===== src/rtl/fpu_pkg.sv =====
// fpu_pkg: shared FPU types and constants (rounding modes, flag bit positions,
// FP32 field layout and the stage-1 record of the FP32 -> integer converter).
package fpu_pkg;

   localparam int FP32_EXP_W   = 8;
   localparam int FP32_MAN_W   = 23;
   localparam int FP32_BIAS    = 127;
   // Biased exponent at which the mantissa LSB carries weight 1 (bias + 23).
   localparam int FP32_INT_EXP = 150;

   // Bit positions inside the {NV,DZ,OF,UF,NX} flag vector.
   localparam int FLAG_NV = 4;
   localparam int FLAG_DZ = 3;
   localparam int FLAG_OF = 2;
   localparam int FLAG_UF = 1;
   localparam int FLAG_NX = 0;

   typedef enum logic [2:0] {
      RM_RNE = 3'd0,
      RM_RTZ = 3'd1,
      RM_RDN = 3'd2,
      RM_RUP = 3'd3,
      RM_RMM = 3'd4
   } rm_e;

   // Outcome of the range check: in-range value, or saturate high / low.
   typedef enum logic [1:0] {
      SEL_VAL = 2'd0,
      SEL_MAX = 2'd1,
      SEL_MIN = 2'd2
   } f2i_sel_e;

   // Operand after unpack, classification and alignment.
   typedef struct packed {
      logic        sign;
      logic        nan;
      logic        inf;
      logic        big;   // |x| >= 2^OUT_W, saturates regardless of rounding
      logic [2:0]  rm;
      logic        uns;
      logic [31:0] mag;   // truncated integer magnitude
      logic        g;     // weight 1/2
      logic        r;     // weight 1/4
      logic        s;     // OR of everything below 1/4
   } f2i_s1_t;

endpackage


===== src/rtl/fcvt_round.sv =====
// fcvt_round: increment decision for rounding a truncated magnitude, given
// the rounding mode, the operand sign, the kept LSB and guard/round/sticky.
module fcvt_round
   import fpu_pkg::*;
(
   input  logic [2:0] rm_i,
   input  logic       sign_i,
   input  logic       lsb_i,
   input  logic       g_i,
   input  logic       r_i,
   input  logic       s_i,
   output logic       inc_o
);

   logic inexact_s;

   assign inexact_s = g_i | r_i | s_i;

   // Select the magnitude increment for the requested direction; reserved modes round to nearest even
   always_comb begin
      inc_o = 1'b0;
      case (rm_i)
         RM_RNE:  inc_o = g_i & (lsb_i | r_i | s_i);
         RM_RTZ:  inc_o = 1'b0;
         RM_RDN:  inc_o = sign_i & inexact_s;
         RM_RUP:  inc_o = ~sign_i & inexact_s;
         RM_RMM:  inc_o = g_i;
         default: inc_o = g_i & (lsb_i | r_i | s_i);
      endcase
   end

endmodule


===== src/rtl/fcvt_f2i_pipe.sv =====
// fcvt_f2i_pipe: pipelined FP32 -> signed/unsigned integer converter with
// selectable rounding and ready/valid flow control.
// Optional feature macro: FCVT_FLAGS_EN (adds the out_flags port and flag logic).
module fcvt_f2i_pipe
   import fpu_pkg::*;
#(
   parameter int OUT_W  = 32,
   parameter int STAGES = 2
) (
   input  logic             clk,
   input  logic             rst_n,
   input  logic [31:0]      in_f,
   input  logic [2:0]       rm,
   input  logic             is_unsigned,
   input  logic             input_valid,
   output logic             input_ready,
   output logic [OUT_W-1:0] out_i,
`ifdef FCVT_FLAGS_EN
   output logic [4:0]       out_flags,
`endif
   output logic             out_valid,
   input  logic             out_ready
);

   localparam logic [8:0]       BIG_EXP = 9'(FP32_BIAS + OUT_W);
   localparam logic [OUT_W-1:0] SMAX    = {1'b0, {(OUT_W-1){1'b1}}};
   localparam logic [OUT_W-1:0] SMIN    = {1'b1, {(OUT_W-1){1'b0}}};
   localparam logic [OUT_W-1:0] UMAX    = {OUT_W{1'b1}};

   logic             advance_s;
   logic             last_v_s;
   logic [7:0]       exp_s;
   logic [23:0]      sig_s;
   logic [8:0]       rsh_s;
   logic [4:0]       lsh_s;
   logic [55:0]      shr_s;
   f2i_s1_t          s1_d, s1_q;
   logic             v1_q, v2_q;
   logic             inc_s;
   logic [32:0]      mag_r_s;
   logic             ovf_u_s, ovf_sp_s, ovf_sn_s;
   f2i_sel_e         sel_s;
   logic [OUT_W-1:0] res_s, r2_q;

   // Whole pipe moves together whenever the last stage can hand off.
   assign advance_s   = ~last_v_s | out_ready;
   assign input_ready = advance_s;

   assign exp_s = in_f[30:23];
   assign sig_s = {(exp_s != 8'd0), in_f[22:0]};
   assign rsh_s = 9'(FP32_INT_EXP) - {1'b0, exp_s};
   // exp - 150 modulo 32 (150 mod 32 = 22); only used for exp in 150..158.
   assign lsh_s = exp_s[4:0] - 5'd22;
   assign shr_s = {sig_s, 32'd0} >> rsh_s[4:0];

   // Stage 1 logic: classify and align {hidden,mant} into integer magnitude plus g/r/s
   always_comb begin
      s1_d      = '0;
      s1_d.sign = in_f[31];
      s1_d.nan  = (exp_s == 8'hFF) & (in_f[22:0] != 23'd0);
      s1_d.inf  = (exp_s == 8'hFF) & (in_f[22:0] == 23'd0);
      s1_d.big  = ({1'b0, exp_s} >= BIG_EXP);
      s1_d.rm   = rm;
      s1_d.uns  = is_unsigned;
      if ({1'b0, exp_s} >= 9'(FP32_INT_EXP)) begin
         s1_d.mag = {8'd0, sig_s} << lsh_s;
      end else if (rsh_s >= 9'd32) begin
         // |x| < 1/4 (or zero/denormal): only the sticky survives
         s1_d.s = (sig_s != 24'd0);
      end else begin
         s1_d.mag = {8'd0, shr_s[55:32]};
         s1_d.g   = shr_s[31];
         s1_d.r   = shr_s[30];
         s1_d.s   = |shr_s[29:0];
      end
   end

   // Stage 1 register: aligned operand, held while the pipe is stalled
   always_ff @(posedge clk or negedge rst_n) begin
      if (!rst_n) begin
         v1_q <= 1'b0;
         s1_q <= '0;
      end else if (advance_s) begin
         v1_q <= input_valid;
         s1_q <= s1_d;
      end
   end

   fcvt_round u_round (
      .rm_i   (s1_q.rm),
      .sign_i (s1_q.sign),
      .lsb_i  (s1_q.mag[0]),
      .g_i    (s1_q.g),
      .r_i    (s1_q.r),
      .s_i    (s1_q.s),
      .inc_o  (inc_s)
   );

   assign mag_r_s  = {1'b0, s1_q.mag} + {32'd0, inc_s};
   assign ovf_u_s  = |mag_r_s[32:OUT_W];
   assign ovf_sp_s = |mag_r_s[32:OUT_W-1];
   // Negative side admits exactly 2^(OUT_W-1)
   assign ovf_sn_s = ovf_u_s | (mag_r_s[OUT_W-1] & (|mag_r_s[OUT_W-2:0]));

   // Range check of the rounded magnitude
   always_comb begin
      sel_s = SEL_VAL;
      if (s1_q.nan) begin
         sel_s = SEL_MAX;
      end else if (s1_q.inf || s1_q.big) begin
         sel_s = s1_q.sign ? SEL_MIN : SEL_MAX;
      end else if (s1_q.uns) begin
         if (s1_q.sign) sel_s = (mag_r_s != 33'd0) ? SEL_MIN : SEL_VAL;
         else           sel_s = ovf_u_s ? SEL_MAX : SEL_VAL;
      end else begin
         if (s1_q.sign) sel_s = ovf_sn_s ? SEL_MIN : SEL_VAL;
         else           sel_s = ovf_sp_s ? SEL_MAX : SEL_VAL;
      end
   end

   // Result: negate in-range negatives, otherwise pick the saturation bound
   always_comb begin
      res_s = {OUT_W{1'b0}};
      case (sel_s)
         SEL_VAL: begin
            if (s1_q.sign) res_s = ~mag_r_s[OUT_W-1:0] + {{(OUT_W-1){1'b0}}, 1'b1};
            else           res_s = mag_r_s[OUT_W-1:0];
         end
         SEL_MAX: begin
            if (s1_q.uns) res_s = UMAX;
            else          res_s = SMAX;
         end
         SEL_MIN: begin
            if (s1_q.uns) res_s = {OUT_W{1'b0}};
            else          res_s = SMIN;
         end
         default: res_s = {OUT_W{1'b0}};
      endcase
   end

   // Stage 2 register: converted result
   always_ff @(posedge clk or negedge rst_n) begin
      if (!rst_n) begin
         v2_q <= 1'b0;
         r2_q <= {OUT_W{1'b0}};
      end else if (advance_s) begin
         v2_q <= v1_q;
         r2_q <= res_s;
      end
   end

`ifdef FCVT_FLAGS_EN
   logic [4:0] flags_s, f2_q;

   // Flags: NV for any saturation/NaN, otherwise NX when bits were discarded
   always_comb begin
      flags_s = 5'd0;
      if (sel_s != SEL_VAL) flags_s[FLAG_NV] = 1'b1;
      else                  flags_s[FLAG_NX] = s1_q.g | s1_q.r | s1_q.s;
   end

   // Stage 2 flag register
   always_ff @(posedge clk or negedge rst_n) begin
      if (!rst_n)         f2_q <= 5'd0;
      else if (advance_s) f2_q <= flags_s;
   end
`endif

   generate
      if (STAGES == 3) begin : g_s3
         logic             v3_q;
         logic [OUT_W-1:0] r3_q;

         // Stage 3 register: plain copy of the stage-2 result
         always_ff @(posedge clk or negedge rst_n) begin
            if (!rst_n) begin
               v3_q <= 1'b0;
               r3_q <= {OUT_W{1'b0}};
            end else if (advance_s) begin
               v3_q <= v2_q;
               r3_q <= r2_q;
            end
         end
         assign last_v_s = v3_q;
         assign out_i    = r3_q;
`ifdef FCVT_FLAGS_EN
         logic [4:0] f3_q;

         // Stage 3 flag register
         always_ff @(posedge clk or negedge rst_n) begin
            if (!rst_n)         f3_q <= 5'd0;
            else if (advance_s) f3_q <= f2_q;
         end
         assign out_flags = f3_q;
`endif
      end else begin : g_s2
         assign last_v_s = v2_q;
         assign out_i    = r2_q;
`ifdef FCVT_FLAGS_EN
         assign out_flags = f2_q;
`endif
      end
   endgenerate

   assign out_valid = last_v_s;

endmodule

===== config.mk =====
export PLATFORM = sky130hd
export DESIGN_NAME = fcvt_f2i_pipe
export DESIGN_NICKNAME = d
export VERILOG_FILES = /design/src/rtl/fpu_pkg.sv /design/src/rtl/fcvt_round.sv /design/src/rtl/fcvt_f2i_pipe.sv
export SDC_FILE = /design/constraint.sdc
export NUM_CORES = 1
export LEC_CHECK = 0
export ABC_AREA = 1
export ABC_CLOCK_PERIOD_IN_PS = 3200
export BUFFER_PORTS_ARGS = -buffer_cell sky130_fd_sc_hd__buf_2
export CAP_MARGIN = 0
export CELL_PAD_IN_SITES_DETAIL_PLACEMENT = 0
export CELL_PAD_IN_SITES_GLOBAL_PLACEMENT = 1
export CORE_MARGIN = 2
export CORE_UTILIZATION = 35
export CTS_CLUSTER_SIZE = 24
export DETAILED_ROUTE_END_ITERATION = 10
export PLACE_DENSITY_LB_ADDON = 0.1
export SLEW_MARGIN = 0
export SYNTH_ARGS = -nofsm -noshare
export SYNTH_HDL_FRONTEND = slang
export SYNTH_SLANG_ARGS = --single-unit

===== constraint.sdc =====
create_clock -name clk -period 3.2 [get_ports clk]
set_input_delay 0.16 -clock clk [delete_from_list [all_inputs] [get_ports clk]]
set_output_delay 0.16 -clock clk [all_outputs]
set_load 0.02 [all_outputs]

-- Word-level counts from Yosys, hierarchy flattened
Index checks and enable logic that the tools add are counted.
Widths: inputs -> output; s select.
- add/subtract/negate cells: 4
- $lt $le $gt $ge: 3
- equal/unequal tests: 7
- shift operators: 2
- multiplexer cells: 19
- bitwise logic cells: 15
- reduce and logical (&&, ||, !) cells: 10
- operators with widths (operator ; count):
    $mux 32 ; 4
    $pmux 32 s3 ; 1
    $shr 56x5->56 ; 1
    $add 32x1->33 ; 1
    $reduce_bool 33->1 ; 1
    $add 32x1->32 const B ; 1
    $not 32->32 ; 1
    $shl 24x5->32 ; 1
    $reduce_or 31->1 ; 1
    $reduce_or 30->1 ; 1
    $mux 26 ; 1
    $reduce_bool 24->1 ; 1
    $logic_not 23->1 ; 1
    $reduce_bool 23->1 ; 1
    $ge 8x8->1 const B ; 2
    $mux 2 ; 8
    $ge 9x6->1 const B ; 1
    $sub 8x8->9 const A ; 1
    $eq 8x8->1 const B ; 1
    $reduce_bool 8->1 ; 1
    $and 1x1->1 ; 6
    $eq 3x2->1 const B ; 2
    $or 1x1->1 ; 6
    $sub 5x5->5 const B ; 1
    11 further kinds ; 14
- flip-flop bits (word level): 77
- input bits: 40
- logic and storage cells: 73

-- Logic depth before layout (Yosys ltp)
Gate-level depths: netlist of run 1.
- depth after elaboration: 15
- depth in mapped cells: 24

-- Cells and area by module
A second synthesis of run 1 with hierarchy kept.
- cells, all modules: 1369
- area total of the unflattened synthesis: 8054.0 µm²
- by module, submodules not included (module ; instances ; cells each ; area an instance (µm²)):
    fcvt_f2i_pipe ; 1 ; 1346 ; 7961.4
    fcvt_round ; 1 ; 23 ; 92.6

-- Least setup slack after synthesis of run 1
No wires, ideal clock.
- kind: flip-flop to flip-flop
- start point: register s1_q[42] (netlist name)
- end point: register r2_q[27], in the netlist out_i[27]
- data arrival time: 3.027 ns
- data required time: 3.127 ns
- path slack: 0.100 ns
- cell stages (with the launch flop): 23
- path buffers: 2
- period minus slack after synthesis: 3.100 ns
- cell sequence: dfrtp_1 > clkbuf_1 > a211oi_1 > o21ai_0 > o21ai_0 > ha_1 > inv_1 > nand2_1 > and2_1 > ha_1 > nand2_1 > nor2_1 > nand3_2 > nor2_2 > nand3_2 > nor2_4 > nand3_2 > nand2_2 > nand2_4 > nand2_8 > buf_12 > nand3_2 > a21oi_2
- cells in the longest elaborated chain, start to end: 14
- ends and longest elaborated chain (element ; line ; source):
    from (decl) ; fcvt_f2i_pipe.sv:37 ; f2i_s1_t s1_d, s1_q;
    from (signal assigned) ; fcvt_f2i_pipe.sv:82 ; s1_q <= '0;
    from (signal assigned) ; fcvt_f2i_pipe.sv:85 ; s1_q <= s1_d;
    $not 1->1 ; fcvt_round.sv:26 ; RM_RUP: inc_o = ~sign_i & inexact_s;
    $and 1x1->1 ; fcvt_round.sv:26 ;
    $pmux 1 s4 ; fcvt_round.sv:22 ; case (rm_i)
    $add 32x1->33 ; fcvt_f2i_pipe.sv:99 ; assign mag_r_s = {1'b0, s1_q.mag} + {32'd0, inc_s};
    $reduce_or 31->1 ; fcvt_f2i_pipe.sv:103 ; assign ovf_sn_s = ovf_u_s | (mag_r_s[OUT_W-1] & (|mag_r_s[OUT_W-2:0]));
    $and 1x1->1 ; fcvt_f2i_pipe.sv:103 ;
    $or 1x1->1 ; fcvt_f2i_pipe.sv:103 ;
    $mux 2 (2 in a row) ; fcvt_f2i_pipe.sv:116 ; if (s1_q.sign) sel_s = ovf_sn_s ? SEL_MIN : SEL_VAL;
    $mux 2 ; fcvt_f2i_pipe.sv:112 ; end else if (s1_q.uns) begin
    $mux 2 ; fcvt_f2i_pipe.sv:110 ; end else if (s1_q.inf || s1_q.big) begin
    $mux 2 ; fcvt_f2i_pipe.sv:108 ; if (s1_q.nan) begin
    $eq 2x2->1, or another cell as far along ; fcvt_f2i_pipe.sv:124 ; case (sel_s)
    $pmux 32 s3 (*) ; fcvt_f2i_pipe.sv:124 ;
    to (signal assigned) ; fcvt_f2i_pipe.sv:145 ; r2_q <= {OUT_W{1'b0}};
    to (signal assigned) ; fcvt_f2i_pipe.sv:148 ; r2_q <= res_s;
    to (decl) ; fcvt_f2i_pipe.sv:43 ; logic [OUT_W-1:0] res_s, r2_q;
Mark *: on every way between the ends. The rest lies on a longest branch, timed or not.
A chain may end at the register's enable or synchronous reset.

-- Final worst setup path of run 1
- start point: register s1_q[36] (netlist name)
- end point: register r2_q[14], in the netlist out_i[14]
- cells in the longest elaborated chain, start to end: 13
- ends and longest elaborated chain (element ; line):
    $eq 3x3->1, or another cell as far along ; fcvt_round.sv:22
    $pmux 1 s4 (*) ; fcvt_round.sv:22
    $add 32x1->33 (*) ; fcvt_f2i_pipe.sv:99
    $reduce_or 31->1 ; fcvt_f2i_pipe.sv:103
    $and 1x1->1 ; fcvt_f2i_pipe.sv:103
    $or 1x1->1 ; fcvt_f2i_pipe.sv:103
    $mux 2 (2 in a row) ; fcvt_f2i_pipe.sv:116
    $mux 2 ; fcvt_f2i_pipe.sv:112
    $mux 2 ; fcvt_f2i_pipe.sv:110
    $mux 2 ; fcvt_f2i_pipe.sv:108
    $eq 2x2->1, or another cell as far along ; fcvt_f2i_pipe.sv:124
    $pmux 32 s3 (*) ; fcvt_f2i_pipe.sv:124
Marked as above.

==> results of run 1 <==
-- state kept, by name (all words and copies together) (netlist names) --
signal	flops
out_i	32
out_valid	1
s1_q	43
v1_q	1
-- area by class of cell --
cell class | instances | area, um2 | area share
clock buffers | 10 | 239.0 | 0.02340
clock inverters | 6 | 70.07 | 0.006860
inverters | 122 | 457.9 | 0.04484
multi-input cells | 1087 | 5737 | 0.5617
flip-flops and latches | 77 | 1927 | 0.1887
well taps | 313 | 391.6 | 0.03834
repair buffers | 196 | 1391 | 0.1362
-- worst paths after layout --
check	cells after the start	to	slack [ns]	start
min in group clk	3	s1_q[38]	0.02	rm[2]
max in group asynchronous	1	s1_q[3]	2.59	rst_n
setup / recovery	24	out_i[14]	-0.008	s1_q[36]
hold / removal	1	out_i[2]	-0.03	rst_n
hold reg to reg	2	out_valid	0.44	v1_q
setup reg to reg	24	out_i[14]	-0.008	s1_q[36]
-- metrics by stage --
stage,instances,hold WS [ns]
final,1811,-0.03166
after global routing,1811,0.02308
after CTS,1805,0.01222
after detailed placement,1786,0.3673
after global placement,1786,0.3683
after floorplan,1345,-0.1356
-- kinds of logic after synthesis --
logic type,Yosys count
compound gates,293
xor+xnor,27
fa+ha+maj,8
buf+inv,181
flops,77
mux,5
simple gates,754
-- synth_stat cells (4+ instances only) --
library cell / n
buf_1: 5
or2_2: 8
nor2_2: 11
nand3_1: 65
xor2_1: 21
inv_1: 113
nand2_4: 5
clkbuf_1: 42
and2_1: 5
xnor2_1: 5
nand4_1: 12
o221ai_1: 7
nand3_2: 7
nor4_1: 7
nor2_4: 9
a22oi_1: 17
dfrtp_1: 77
a21oi_1: 45
o21ai_0: 151
mux2i_1: 5
clkinv_1: 4
a31oi_1: 6
ha_1: 8
nand2_2: 36
o211ai_1: 14
inv_2: 5
a21oi_2: 32
nand2_1: 402
nor3_1: 8
nor2_1: 171
o22ai_1: 4
buf_2: 6
-- worst max-delay path, stage by stage (launching register included) --
cell and delay [ns]:
dfrtp_1 0.41, a211oi_2 0.26, o21ai_1 0.13, nand3_1 0.10
nand2_1 0.05, o21ai_1 0.08, buf_4 0.18, ha_4 0.15
nand2_4 0.09, nor2_8 0.21, nand2_4 0.10, nor2_4 0.16
nand2_2 0.07, nand2_2 0.06, nand2_2 0.08, nor2_4 0.10
nand2_2 0.08, nor2_4 0.11, nand3_2 0.10, nand2_2 0.08
nand2_4 0.07, nand2_8 0.13, clkbuf_16 0.17, nand2_2 0.05
a21oi_2 0.10
-- power breakdown --
| part | internal, mW | total (mW) | switching [mW] | leakage [nW] |
|---|---|---|---|---|
| registers | 1.19 | 1.34 | 0.151 | 0.935 |
| logic | 0.997 | 2.54 | 1.54 | 3.82 |
| clock network | 0.631 | 1.07 | 0.443 | 0.142 |
-- layer usage --
layer  wire length [um]  global-route usage  vias to the layer above
met5                  0                   0                        -
met4                888             0.08606                        0
met3                724             0.02049                       42
met2              13910              0.4110                      175
met1              12730              0.2874                     4017
li1                   -                   -                     4690
-- repair_timing --
action,in CTS,in global routing
resized for setup,9,57
setup endpoints to repair,32,32
pin swaps,3,26
setup buffers,2,4
cloned,1,2
endpoints found under the hold margin,0,0
==> out/results.ini, run 1 <==
[place]
dpl.hpwl_mm=22.68
port_buffers=73
globalplace.congestion=0.9459
dpl_cell_area_um2=9549
place_ws_ns=-0.1198

[route]
ant_nets=0
drc=0
routedWlPerCell_um=15.60
drtIter0Drc=501
firstDrtPassIters=5
num_vias=8924
vias_per_cell=4.928
wirelength_mm=28.25

[final_layout]
post-route-util=0.4484
final_nets=1541
final_cell_mix=nand2_1 (386), nor2_1 (155), o21ai_0 (147)
syn2layout_area_growth_pct=25.05
final_common_cell=nand2_1
layout-drive-gt1-share=0.2523
stdcell_area_um2=10210
n_antenna_cell=0
fillCellCount=2492

[timing]
setup_tns_ns=-0.02472
relSlewSlack=0.3462
worst_pin_slew_ns=0.9807
rsz0062_at_grt=true
fin_crit_sh=1.002
hold_slack_ns=-0.03166
finalSetupViolations=4
fmax_mhz=311.8
hold_viol_final=32
slew_violations=0
finClkSkew_ns=0.01235
layout_setup_ws_ns=-0.007576
min_period_ns=3.208

[synthesis]
synth_top_cell_area_share=0.2359
synth_ff_type=dfrtp_1
synth_nets=1393
synth_top_family_by_area=simple AND/OR/NAND/NOR gates
synth_seq_cells=77
post_synth_num_cell_types=50
yosys.area_share.simple=0.4095
synthAdderAreaFrac=0.01225
syn_inst=1345
synth_compound_area_frac=0.2149
netlist_area_um2=8168
avgSynthCellArea_um2=6.073
synth.largest_area_cell=dfrtp_1
synthTopCellsByArea=dfrtp_1 (24%), nand2_1 (18%), o21ai_0 (9.3%)
synth_edf_count=0
synth_xor_area_frac=0.02987
synth.area.mux_share=0.006127
seq_area_frac_synth=0.2359
async_reset_ff_frac=1.000
yosysWarnings=0

[setup_path]
crit_fanout=8
cp.arrival_ns=3.47
required_ns=3.46
cp-start-kind=flop
end_kind=flop
crit_type=flop to flop

[power]
p_total_mw=4.957
power_leakage_nw=4.897
powerDensity_nw_per_um2=485.3
ir_worst_vdd_uv=226.9

[clock_tree]
cts_root_buf=clkbuf_16
htreeDepth=3
ctsHoldBuffers=0
numCtsBuffers=9
cts.path.max_buffers=2
cts_sinks=77
cts_tree=yes
insertion_delay_ns=0.34
clk_pin_slew_worst_paths_ns=0.07

[floorplan]
placement_rows=55
core_um2=22780
num_io_pins=74
die_y_um=156.8
fp.dieW_um=156.8
start_util=0.3586
dieArea_um2=24580

[grt]
grt_pass1_wl_mm=44.60
grt_max_degree=78
grt_overflow_total=0
first_global_vias=8439
track_usage=0.2304
antenna_found_initial=0

[run_status]
run_status=finished, violations left
violations=negative hold slack, negative setup slack

[worst_hold_path]
hp-class=input pin to asynchronous set/reset pin

[job]
maxCapViolCount=0

No activity file was read; power rests on OpenSTA's default activity.
==> run 2: changes to the inputs <==
--- a/config.mk
+++ b/config.mk
@@ -13,9 +13,10 @@
 export CELL_PAD_IN_SITES_GLOBAL_PLACEMENT = 1
 export CORE_MARGIN = 2
 export CORE_UTILIZATION = 35
-export CTS_CLUSTER_SIZE = 24
+export CTS_CLUSTER_SIZE = 12
 export DETAILED_ROUTE_END_ITERATION = 10
 export PLACE_DENSITY_LB_ADDON = 0.1
+export RECOVER_POWER = 25
 export SLEW_MARGIN = 0
 export SYNTH_ARGS = -nofsm -noshare
 export SYNTH_HDL_FRONTEND = slang
==> out/results.ini, run 2 (synthesis results as in run 1) <==
[final_layout]
largest_reg_flops=43
layout-drive-gt1-share=0.2523
regMostFlops=s1_q
final_nets=1541
n_antenna_cell=0
syn2layout_area_growth_pct=25.01
stdcell_area_um2=10210
final_common_cell=nand2_1
fillCellCount=2493
final_cell_mix=nand2_1 (386), nor2_1 (155), o21ai_0 (147)
post-route-util=0.4483
stdcell_count=1811

[grt]
grt_overflow_total=0
track_usage=0.2304
grt_max_degree=78
grt_pass1_wl_mm=44.60
first_global_vias=8439
antenna_found_initial=0

[setup_path]
crit_fanout=8
crit_type=flop to flop
required_ns=3.46
cp.arrival_ns=3.47
end_kind=flop
cp-start-kind=flop

[floorplan]
num_io_pins=74
start_util=0.3586
dieArea_um2=24580
core_um2=22780
die_y_um=156.8
fp.dieW_um=156.8
placement_rows=55

[timing]
finClkSkew_ns=0.01235
setup_tns_ns=-0.02515
worst_pin_slew_ns=1.925
finalSetupViolations=4
rsz0062_at_grt=true
min_period_ns=3.208
relSlewSlack=-0.2832
fin_crit_sh=1.002
fmax_mhz=311.8
hold_viol_final=0
slew_violations=78
layout_setup_ws_ns=-0.007576

[run_status]
run_status=finished, violations left
violations=max-capacitance violations, max-slew violations, negative setup slack

[power]
ir_worst_vdd_uv=226.9
powerDensity_nw_per_um2=485.4
power_leakage_nw=4.897

[route]
drc=0
routedWlPerCell_um=15.60
drtIter0Drc=501
wirelength_mm=28.26
vias_per_cell=4.927
firstDrtPassIters=5
num_vias=8922
ant_nets=0

[place]
dpl.hpwl_mm=22.68
dpl_cell_area_um2=9549
port_buffers=73
dp_cells=1786
globalplace.congestion=0.9459

[clock_tree]
cts_root_buf=clkbuf_16
clk_pin_slew_worst_paths_ns=0.06
cts.path.max_buffers=2
htreeDepth=3
insertion_delay_ns=0.34
numCtsBuffers=9
cts_sinks=77
cts_tree=yes

[job]
maxCapViolCount=1

[worst_hold_path]
hp-class=input pin to flop

[run 2: stage by stage]
step / hold WS (ns) / power [mW] / setup WS [ns]
2_1_floorplan: -0.1356 / 2.897 / 0.09951
3_3_place_gp: 0.3683 / 3.750 / -0.04706
3_5_place_dp: 0.3673 / 3.762 / -0.1198
4_1_cts: 0.01222 / 4.879 / 0.0006808
5_1_grt: 0.02308 / 5.322 / -0.2395
6_report: 0.01670 / 4.956 / -0.007576
[run 2: cell type report]
cell class | count | area, um2 | share of cell area
Clock buffer | 10 | 239.0 | 0.02340
Clock inverter | 6 | 70.07 | 0.006862
Inverter | 122 | 457.9 | 0.04485
Multi-Input combinational cell | 1087 | 5737 | 0.5618
Sequential cell | 77 | 1927 | 0.1887
Tap cell | 313 | 391.6 | 0.03835
Timing Repair Buffer | 196 | 1389 | 0.1360
[run 2: power by group]
group	total [mW]	leakage, nW	switching (mW)	internal, mW
combinational	2.54	3.82	1.54	0.996
clock	1.07	0.142	0.443	0.631
sequential	1.34	0.935	0.151	1.19
[run 2: layer usage]
layer,vias up,wire length [um],GRT usage
met3,42,706,0.02049
met4,0,888,0.08606
met2,171,13920,0.4110
met5,-,0,0
li1,4690,-,-
met1,4019,12740,0.2874
[run 2: path summary, 6_finish.rpt]
check	slack [ns]	startpoint	cells after the start	to
worst max-delay path	-0.008	s1_q[36]	24	out_i[14]
worst min-delay path	0.02	rm[2]	3	s1_q[38]
worst min register to register	0.44	v1_q	2	out_valid
max in group asynchronous	1.70	rst_n	1	s1_q[3]
worst max register to register	-0.008	s1_q[36]	24	out_i[14]
min in group asynchronous	0.35	rst_n	1	out_i[2]
[run 2: critical path, cell delays in order (launching register included)]
cell and delay (ns):
dfrtp_1 0.41, a211oi_2 0.26, o21ai_1 0.13, nand3_1 0.10, nand2_1 0.05, o21ai_1 0.08, buf_4 0.18, ha_4 0.15
nand2_4 0.09, nor2_8 0.21, nand2_4 0.10, nor2_4 0.16, nand2_2 0.07, nand2_2 0.06, nand2_2 0.08, nor2_4 0.10
nand2_2 0.08, nor2_4 0.11, nand3_2 0.10, nand2_2 0.08, nand2_4 0.07, nand2_8 0.13, clkbuf_16 0.17, nand2_2 0.05
a21oi_2 0.10
[run 2: repair_timing]
item	in CTS	in global routing
hold buffers	0	0
pin swaps	3	26
cloned	1	2
resized for setup	9	57
setup buffers	2	4
hold endpoints to repair	0	0
endpoints found under the setup margin	32	32
